`src/rtl/module_teclado_barrido.sv`:
```
// 4x4 matrix-keypad scanner: walks a low level across the rows, debounces the
// first detected press and its release, and strobes the row/column codes once per keypress.
module module_teclado_barrido #(
    parameter int SCAN_DIV     = 1000,
    parameter int DEBOUNCE_CNT = 500000
) (
    input  logic       clk,
    input  logic       rst,
    input  logic [3:0] columna_i,
    output logic [3:0] fila_o,
    output logic       dato_listo_o,
    output logic [1:0] dato_codc_o,
    output logic [1:0] dato_codf_o
);

    localparam int CNT_MAX = (SCAN_DIV > DEBOUNCE_CNT) ? SCAN_DIV : DEBOUNCE_CNT;
    localparam int CNT_W   = (CNT_MAX > 2) ? $clog2(CNT_MAX) : 1;
    localparam logic [CNT_W-1:0] SCAN_LAST = CNT_W'(SCAN_DIV - 1);
    localparam logic [CNT_W-1:0] DEB_LAST  = CNT_W'(DEBOUNCE_CNT - 1);
    localparam logic [CNT_W-1:0] CNT_ZERO  = {CNT_W{1'b0}};
    localparam logic [CNT_W-1:0] CNT_ONE   = CNT_W'(1);

    typedef enum logic [1:0] {
        ST_SCAN         = 2'd0,
        ST_DEBOUNCE     = 2'd1,
        ST_REPORT       = 2'd2,
        ST_WAIT_RELEASE = 2'd3
    } state_t;

    // Row drive pattern: the selected row pulled low, the others released high.
    function automatic logic [3:0] row_drive(input logic [1:0] row);
        logic [3:0] pat;
        case (row)
            2'd0:    pat = 4'b1110;
            2'd1:    pat = 4'b1101;
            2'd2:    pat = 4'b1011;
            2'd3:    pat = 4'b0111;
            default: pat = 4'b1110;
        endcase
        return pat;
    endfunction

    // Lowest-index active-low column wins when several keys share a row.
    function automatic logic [1:0] low_col(input logic [3:0] cols);
        logic [1:0] idx;
        if (!cols[0]) begin
            idx = 2'd0;
        end else if (!cols[1]) begin
            idx = 2'd1;
        end else if (!cols[2]) begin
            idx = 2'd2;
        end else begin
            idx = 2'd3;
        end
        return idx;
    endfunction

    logic [3:0]       col_meta_q;
    logic [3:0]       col_s_q;
    state_t           state_q;
    logic [1:0]       row_q;
    logic [1:0]       col_q;
    logic [CNT_W-1:0] cnt_q;
    logic [3:0]       fila_q;
    logic             dato_listo_q;
    logic [1:0]       dato_codc_q;
    logic [1:0]       dato_codf_q;

    logic [1:0]       row_next_d;
    logic             col_any_low_s;
    logic             col_held_s;
    logic             col_idle_s;

    // Two-flop synchronizer for the asynchronous column lines; idle level is high.
    always_ff @(posedge clk or negedge rst) begin
        if (!rst) begin
            col_meta_q <= 4'hF;
            col_s_q    <= 4'hF;
        end else begin
            col_meta_q <= columna_i;
            col_s_q    <= col_meta_q;
        end
    end

    // Decode helpers derived from the synchronized columns and current row.
    always_comb begin
        row_next_d    = row_q + 2'd1;
        col_any_low_s = (col_s_q != 4'hF);
        col_idle_s    = (col_s_q == 4'hF);
        col_held_s    = ~col_s_q[col_q];
    end

    // Scanner FSM; row drive, strobe and codes are all registered here.
    always_ff @(posedge clk or negedge rst) begin
        if (!rst) begin
            state_q      <= ST_SCAN;
            row_q        <= 2'd0;
            col_q        <= 2'd0;
            cnt_q        <= CNT_ZERO;
            fila_q       <= 4'b1110;
            dato_listo_q <= 1'b0;
            dato_codc_q  <= 2'd0;
            dato_codf_q  <= 2'd0;
        end else begin
            dato_listo_q <= 1'b0;
            case (state_q)
                ST_SCAN: begin
                    if (cnt_q == SCAN_LAST) begin
                        cnt_q <= CNT_ZERO;
                        if (col_any_low_s) begin
                            col_q   <= low_col(col_s_q);
                            state_q <= ST_DEBOUNCE;
                        end else begin
                            row_q  <= row_next_d;
                            fila_q <= row_drive(row_next_d);
                        end
                    end else begin
                        cnt_q <= cnt_q + CNT_ONE;
                    end
                end
                ST_DEBOUNCE: begin
                    if (col_held_s) begin
                        if (cnt_q == DEB_LAST) begin
                            cnt_q        <= CNT_ZERO;
                            state_q      <= ST_REPORT;
                            dato_listo_q <= 1'b1;
                            dato_codc_q  <= row_q;
                            dato_codf_q  <= col_q;
                        end else begin
                            cnt_q <= cnt_q + CNT_ONE;
                        end
                    end else begin
                        // Bounce: abandon this key and move on to the next row.
                        cnt_q   <= CNT_ZERO;
                        row_q   <= row_next_d;
                        fila_q  <= row_drive(row_next_d);
                        state_q <= ST_SCAN;
                    end
                end
                ST_REPORT: begin
                    cnt_q   <= CNT_ZERO;
                    state_q <= ST_WAIT_RELEASE;
                end
                ST_WAIT_RELEASE: begin
                    if (col_idle_s) begin
                        if (cnt_q == DEB_LAST) begin
                            cnt_q   <= CNT_ZERO;
                            row_q   <= row_next_d;
                            fila_q  <= row_drive(row_next_d);
                            state_q <= ST_SCAN;
                        end else begin
                            cnt_q <= cnt_q + CNT_ONE;
                        end
                    end else begin
                        cnt_q <= CNT_ZERO;
                    end
                end
                default: begin
                    state_q <= ST_SCAN;
                    cnt_q   <= CNT_ZERO;
                    row_q   <= 2'd0;
                    fila_q  <= 4'b1110;
                end
            endcase
        end
    end

    assign fila_o       = fila_q;
    assign dato_listo_o = dato_listo_q;
    assign dato_codc_o  = dato_codc_q;
    assign dato_codf_o  = dato_codf_q;

endmodule

```
`config.mk`:
```
export PLATFORM = sky130hd
export DESIGN_NAME = module_teclado_barrido
export DESIGN_NICKNAME = d
export VERILOG_FILES = /design/src/rtl/module_teclado_barrido.sv
export SDC_FILE = /design/constraint.sdc
export NUM_CORES = 1
export LEC_CHECK = 0
export ABC_AREA = 1
export CAP_MARGIN = 20
export CORE_MARGIN = 2
export CORE_UTILIZATION = 58
export CTS_CLUSTER_DIAMETER = 200
export DETAILED_ROUTE_END_ITERATION = 6
export GPL_ROUTABILITY_DRIVEN = 1
export PLACE_DENSITY_LB_ADDON = 0.25
export SLEW_MARGIN = 20
export SYNTH_ARGS = -nofsm -noshare
export SYNTH_HDL_FRONTEND = slang
export SYNTH_SLANG_ARGS = --single-unit
```
`constraint.sdc`:
```
create_clock -name clk -period 2.4 [get_ports clk]
set_clock_uncertainty 0.15 [all_clocks]
set_input_delay 0.36 -clock clk [delete_from_list [all_inputs] [get_ports clk]]
set_output_delay 0.36 -clock clk [all_outputs]
set_load 0.1 [all_outputs]
```
# --- Word level (Yosys, flattened, before mapping) ---
# Cells that the tools add are included.
totals:
  inputBits: 6
  out_inout_bits: 9
  regBits: 42
  elab_cells: 71
classes:
  n_addsub: 2
  reduce_logical: 7
  n_eq_ne: 17
  mux: 33
  magnitude_cmp: 1
  n_bitwise: 1
op_table:
  columns: ["operator", "count"]
  rows:
  - ["$mux 19", 4]
  - ["$pmux 19 s4", 1]
  - ["$mux 2", 13]
  - ["$mux 4", 5]
  - ["$add 19x1->19 const B", 1]
  - ["$eq 19x10->1 const B", 1]
  - ["$eq 19x19->1 const B", 1]
  - ["$pmux 4 s4", 1]
  - ["$ne 2x2->1 const B", 6]
  - ["$pmux 4 s3", 1]
  - ["$eq 2x2->1 const B", 4]
  - ["$pmux 2 s4", 1]
  - ["$pmux 2 s3", 1]
  - ["$reduce_and 3->1", 2]
  - ["$reduce_and 6->1", 1]
  - ["$mux 1", 5]
  - ["$reduce_and 5->1", 1]
  - ["$eq 2x1->1 const B", 2]
  - ["$eq 4x4->1 const B", 1]
  - ["$logic_not 2->1", 2]
  - ["$ne 4x4->1 const B", 1]
  - ["$lt 2x3->1 const B", 1]
  - ["$ne 3x3->1 const B", 1]
  - ["$reduce_bool 3->1", 1]
  - ["3 further kinds", 3]

# --- Depth between registers and ports, before layout ---
logic_depth:
  word_depth: 6
  ltp_mapped: 12
  depth_no_buf: 12

# --- Worst setup path before layout ---
# No wires, ideal clock.
synth_timing:
  path_type: "reg2reg"
  from: "reg cnt_q[0]"
  to: "reg cnt_q[11]"
  path_stages_with_launch: 12
  path_buffers: 1
  required_ns: 2.129
  period_less_slack_ns: 1.789
  t_arrival_ns: 1.518
  setup_ns: 0.121
  slack_ns: 0.611
  cell_sequence: "dfrtp_1 -> ha_1 -> nand2_2 -> inv_2 -> nand2_2 -> nor2_2 -> nand3_2 -> nand2_1 -> nand3_2 -> nand2_4 -> buf_6 -> nor2_1"
synth_between:
  elab_chain_len: 4
  word_cells_on_any_way: 8
  classes_between: "1 x add/sub; 2 x eq/ne; 5 x mux"
synth_lines:
  columns: ["item", "line_no", "rtl"]
  rows:
  - ["start: declaration", "63", "logic [CNT_W-1:0] cnt_q;"]
  - ["start signal: assignment", "118", "cnt_q <= cnt_q + CNT_ONE;"]
  - ["start signal: assignment", "130", "cnt_q <= cnt_q + CNT_ONE;"]
  - ["start signal: assignment", "152", "cnt_q <= cnt_q + CNT_ONE;"]
  - ["$add 19x1->19 / $eq 19x19->1 (equally long branches)", null, null]
  - ["$mux 19", "123, 146", null]
  - ["$mux 19, on equally long branches", "145, 122", null]
  - ["$pmux 19 s4 (*)", "106", "case (state_q)"]
# Every way passes the cells marked *; elsewhere a longest branch is shown, timed or not.
# A chain may end at the register's enable or synchronous reset.

==> impl_metrics.py <==
metrics = {
    "outcome": {
        "run_status": "completed",
    },
    "routing": {
        "wl_um": 4310,
        "drt-initial-drc-count": 101,
        "antenna_left": 0,
        "via_count": 1803,
        "drc_errors": 0,
        "viasPerCell": 5.20,
        "dr.pass1.iters": 4,
        "wire_per_inst_um": 12.4,
    },
    "synth": {
        "postSynthCellCount": 277,
        "synth_nets": 293,
        "yosysSeqAreaShare_pct": 47.1,
        "ys_warn_count": 0,
        "syn-cell-area_mm2": 0.00226,
        "synth_seq_cells": 42,
        "avgSynthCellArea_um2": 8.16,
        "ys_types": 27,
    },
    "cells_and_area": {
        "drive_gt1_share_pct": 16.4,
        "fin_cells": 347,
        "syn2layout_area_growth_pct": 11.8,
        "nNetsFinal": 314,
        "fillers": 309,
        "diodes": 0,
    },
    "clocking": {
        "cts_tree": "yes",
        "clk_latency_ns": 0.30,
        "cts_buffer_depth": 2,
        "postCtsSetupRepairBufs": 0,
        "h-tree-depth": 2,
        "cts_sinks": 42,
        "cts_root_buffer": "clkbuf_8",
        "cts.repair.resized": 0,
        "path_clk_slew_ns": 0.09,
        "cts_buffers": 5,
    },
    "power_and_ir_drop": {
        "power.internal_uw": 940,
        "p_seq_share_pct": 59.2,
        "power.leakage_nw": 1.22,
        "swShare_pct": 23.1,
        "p_switching_uw": 282,
        "p_clk_share_pct": 38.5,
        "vdd_ir_drop_max_v": 0.000414,
        "total_power_mw": 1.22,
        "powerDensity_mw_per_mm2": 483,
        "combPwrFrac_pct": 2.3,
    },
    "job": {
        "cap_violations": 0,
    },
    "timing": {
        "setup_tns_ns": 0,
        "setup_slack_ns": 0.411,
        "finalHoldViolations": 0,
        "rsz0062_at_grt": "false",
        "relSlewSlack_pct": 70.5,
        "max_freq_mhz": 503,
        "fin_crit_ns": 1.99,
        "final_max_slew_viol_count": 0,
        "hold_ws_ns": 0.209,
        "fin_crit_sh_pct": 82.9,
        "worst_slew_pin_slew_ns": 0.442,
        "finalSetupViolations": 0,
    },
    "place": {
        "dpl.cell_count": 338,
        "io_buffers": 14,
        "hpwlAfterDp_um": 3310,
        "routabilityCongestion": 0.927,
        "dpl_worst_slack_ns": 0.435,
    },
    "floorplan": {
        "core_region_area_mm2": 0.00372,
        "die_w_um": 66.4,
        "initial_utilization_pct": 60.8,
        "num_io_pins": 15,
        "die_area_mm2": 0.00441,
        "row_count": 22,
        "die_h_um": 66.4,
    },
    "grt": {
        "antenna_found_initial": 0,
        "gr-usage-all-layers_pct": 23.1,
        "grt_remaining_overflow": 0,
        "grt_pass1_wl_um": 7650,
        "first_global_vias": 1707,
        "grt_max_degree": 24,
    },
    "worst_hold_path": {
        "hold_path_class": "flop to flop",
        "hold_path_end": "col_s_q[0]$_DFF_PN1_",
        "worst_hold_path.num_cells": 0,
        "hp-start": "col_meta_q[0]$_DFF_PN1_",
    },
    "worst_setup_path": {
        "reg2regPathDepth": 12,
        "slowest_delay_ns": 0.41,
        "slowest_stage": "dfrtp_1",
        "timing.rr.start": "cnt_q[0]$_DFF_PN0_",
        "r2r_slack_ns": 0.41,
        "crit_chain": "ha_1, nand2_2, inv_2, nand2_2, nor2_2, nand3_2, nand2_1, nand2_1, nor2_2, nand2_1, nand2_1, nand2_1",
        "crit_fanout": 5,
        "crit_type": "flop to flop",
        "crit_arrival_ns": 2.03,
        "required_ns": 2.44,
        "end_kind": "flop",
        "startpoint_type": "flop",
        "worst-path-buf-inv": 1,
        "cp_common_cell": "nand2_1",
        "crit_family": "simple AND/OR/NAND/NOR gates",
    },
}
[power by group through the flow]
stage | clock network, mW | registers [mW] | logic (mW)
floorplan | 0 | 0.736 | 0.00514
global placement | 0 | 0.736 | 0.0279
detailed placement | 0 | 0.737 | 0.0287
CTS | 0.480 | 0.724 | 0.0300
global route | 0.513 | 0.724 | 0.0336
finish | 0.470 | 0.723 | 0.0285
[routing by layer]
layer	GRT usage, %	up-vias	part of all wire (%)
li1	-	920	-
met1	31.8	821	44
met5	0	-	0
met4	7.91	0	1.6
met3	4.77	7	6.3
met2	36.1	55	48
[worst reg2reg max path: cells and delay by family (launching register included)]
| kind | cells | cell delay [ns] |
|---|---|---|
| simple gates | 10 | 1.00 |
| flops | 1 | 0.41 |
| buf+inv | 1 | 0.07 |
| fa+ha+maj | 1 | 0.25 |
[cells in the final DEF, fill, tap and decap left out, types with 2 or more instances in the layout]
master and instances:
nor2_2 5, nand3_2 2, clkbuf_8 5, clkdlybuf4s50_1 4
inv_2 3, nand3_1 19, nor3_1 12, dfrtp_1 31
buf_4 10, a21oi_1 4, xnor2_1 2, dfstp_2 11
nand2_4 2, ha_1 10, nor2_1 40, nand3b_1 4
inv_1 29, nand2_1 68, nand2_2 4, nand4_1 6
xor2_1 6, o21ai_0 11
[final cells by class]
cell class	instances	area [um2]	area share, %
flip-flops and latches	42	1060	42.1
multi-input cells	200	1060	41.8
repair buffers	16	130	5.15
inverters	33	124	4.90
clock buffers	5	68.8	2.72
well taps	48	60.1	2.38
clock inverters	3	25.0	0.990
[how the worst max path moves through the flow]
stage / to / slack [ns] / start / depth (start not counted)
finish: flop / 0.41 / cnt_q[0]$_DFF_PN0_ / 12
global route: flop / 0.22 / cnt_q[0]$_DFF_PN0_ / 12
CTS: flop / 0.40 / cnt_q[0]$_DFF_PN0_ / 12
detailed placement: flop / 0.43 / cnt_q[0]$_DFF_PN0_ / 12
global placement: row_q[1]$_DFFE_PN0P_ / 0.54 / cnt_q[0]$_DFF_PN0_ / 10
floorplan: cnt_q[11]$_DFF_PN0_ / 0.61 / cnt_q[0]$_DFF_PN0_ / 11
[Yosys cell counts (all sizes together)]
cell	instances	area [um2]
ha	10	125
nor2	46	193
nand3	21	115
xor2	6	52.6
dfrtp	31	776
nand3b	4	30.0
nor3	12	60.1
a21boi	1	18.8
a22oi	1	7.51
clkinv	1	3.75
buf	2	16.3
dfstp	11	289
inv	32	120
nand2	74	303
a21oi	5	36.3
o21ai	12	60.1
nand4	6	37.5
xnor2	2	17.5
[registers in the layout, summed over array words and instances, names as in the netlist, named ones only]
signal	cells
dato_codf_o	2
col_meta_q	4
cnt_q	19
state_q	1
fila_o	4
dato_codc_o	2
row_q	2
col_s_q	4
col_q	2
dato_listo_o	1
[logic make-up (layout without fill, tap and decap cells)]
family,after synthesis,in the layout,synth area share [%]
AND/OR/NAND/NOR,163,163,32.7
adder cells (fa/ha/maj),10,10,5.53
flip-flops,42,42,47.1
buffers and inverters,35,57,6.20
AO/OA/AOI/OAI,19,19,5.42
XOR/XNOR,8,8,3.10
[per-stage QoR]
stage	cell area (um2)	util (%)
6_report	2530	68.0
5_1_grt	2530	68.0
4_1_cts	2530	68.0
3_5_place_dp	2420	65.3
3_3_place_gp	2420	65.3
2_1_floorplan	2260	-
[what timing repair did]
item | in CTS | in global routing
setup endpoints to repair | 0 | 0
hold buffers | 1 | 0
endpoints found under the hold margin | 16 | 0
Power figures use the tool's default switching activity.
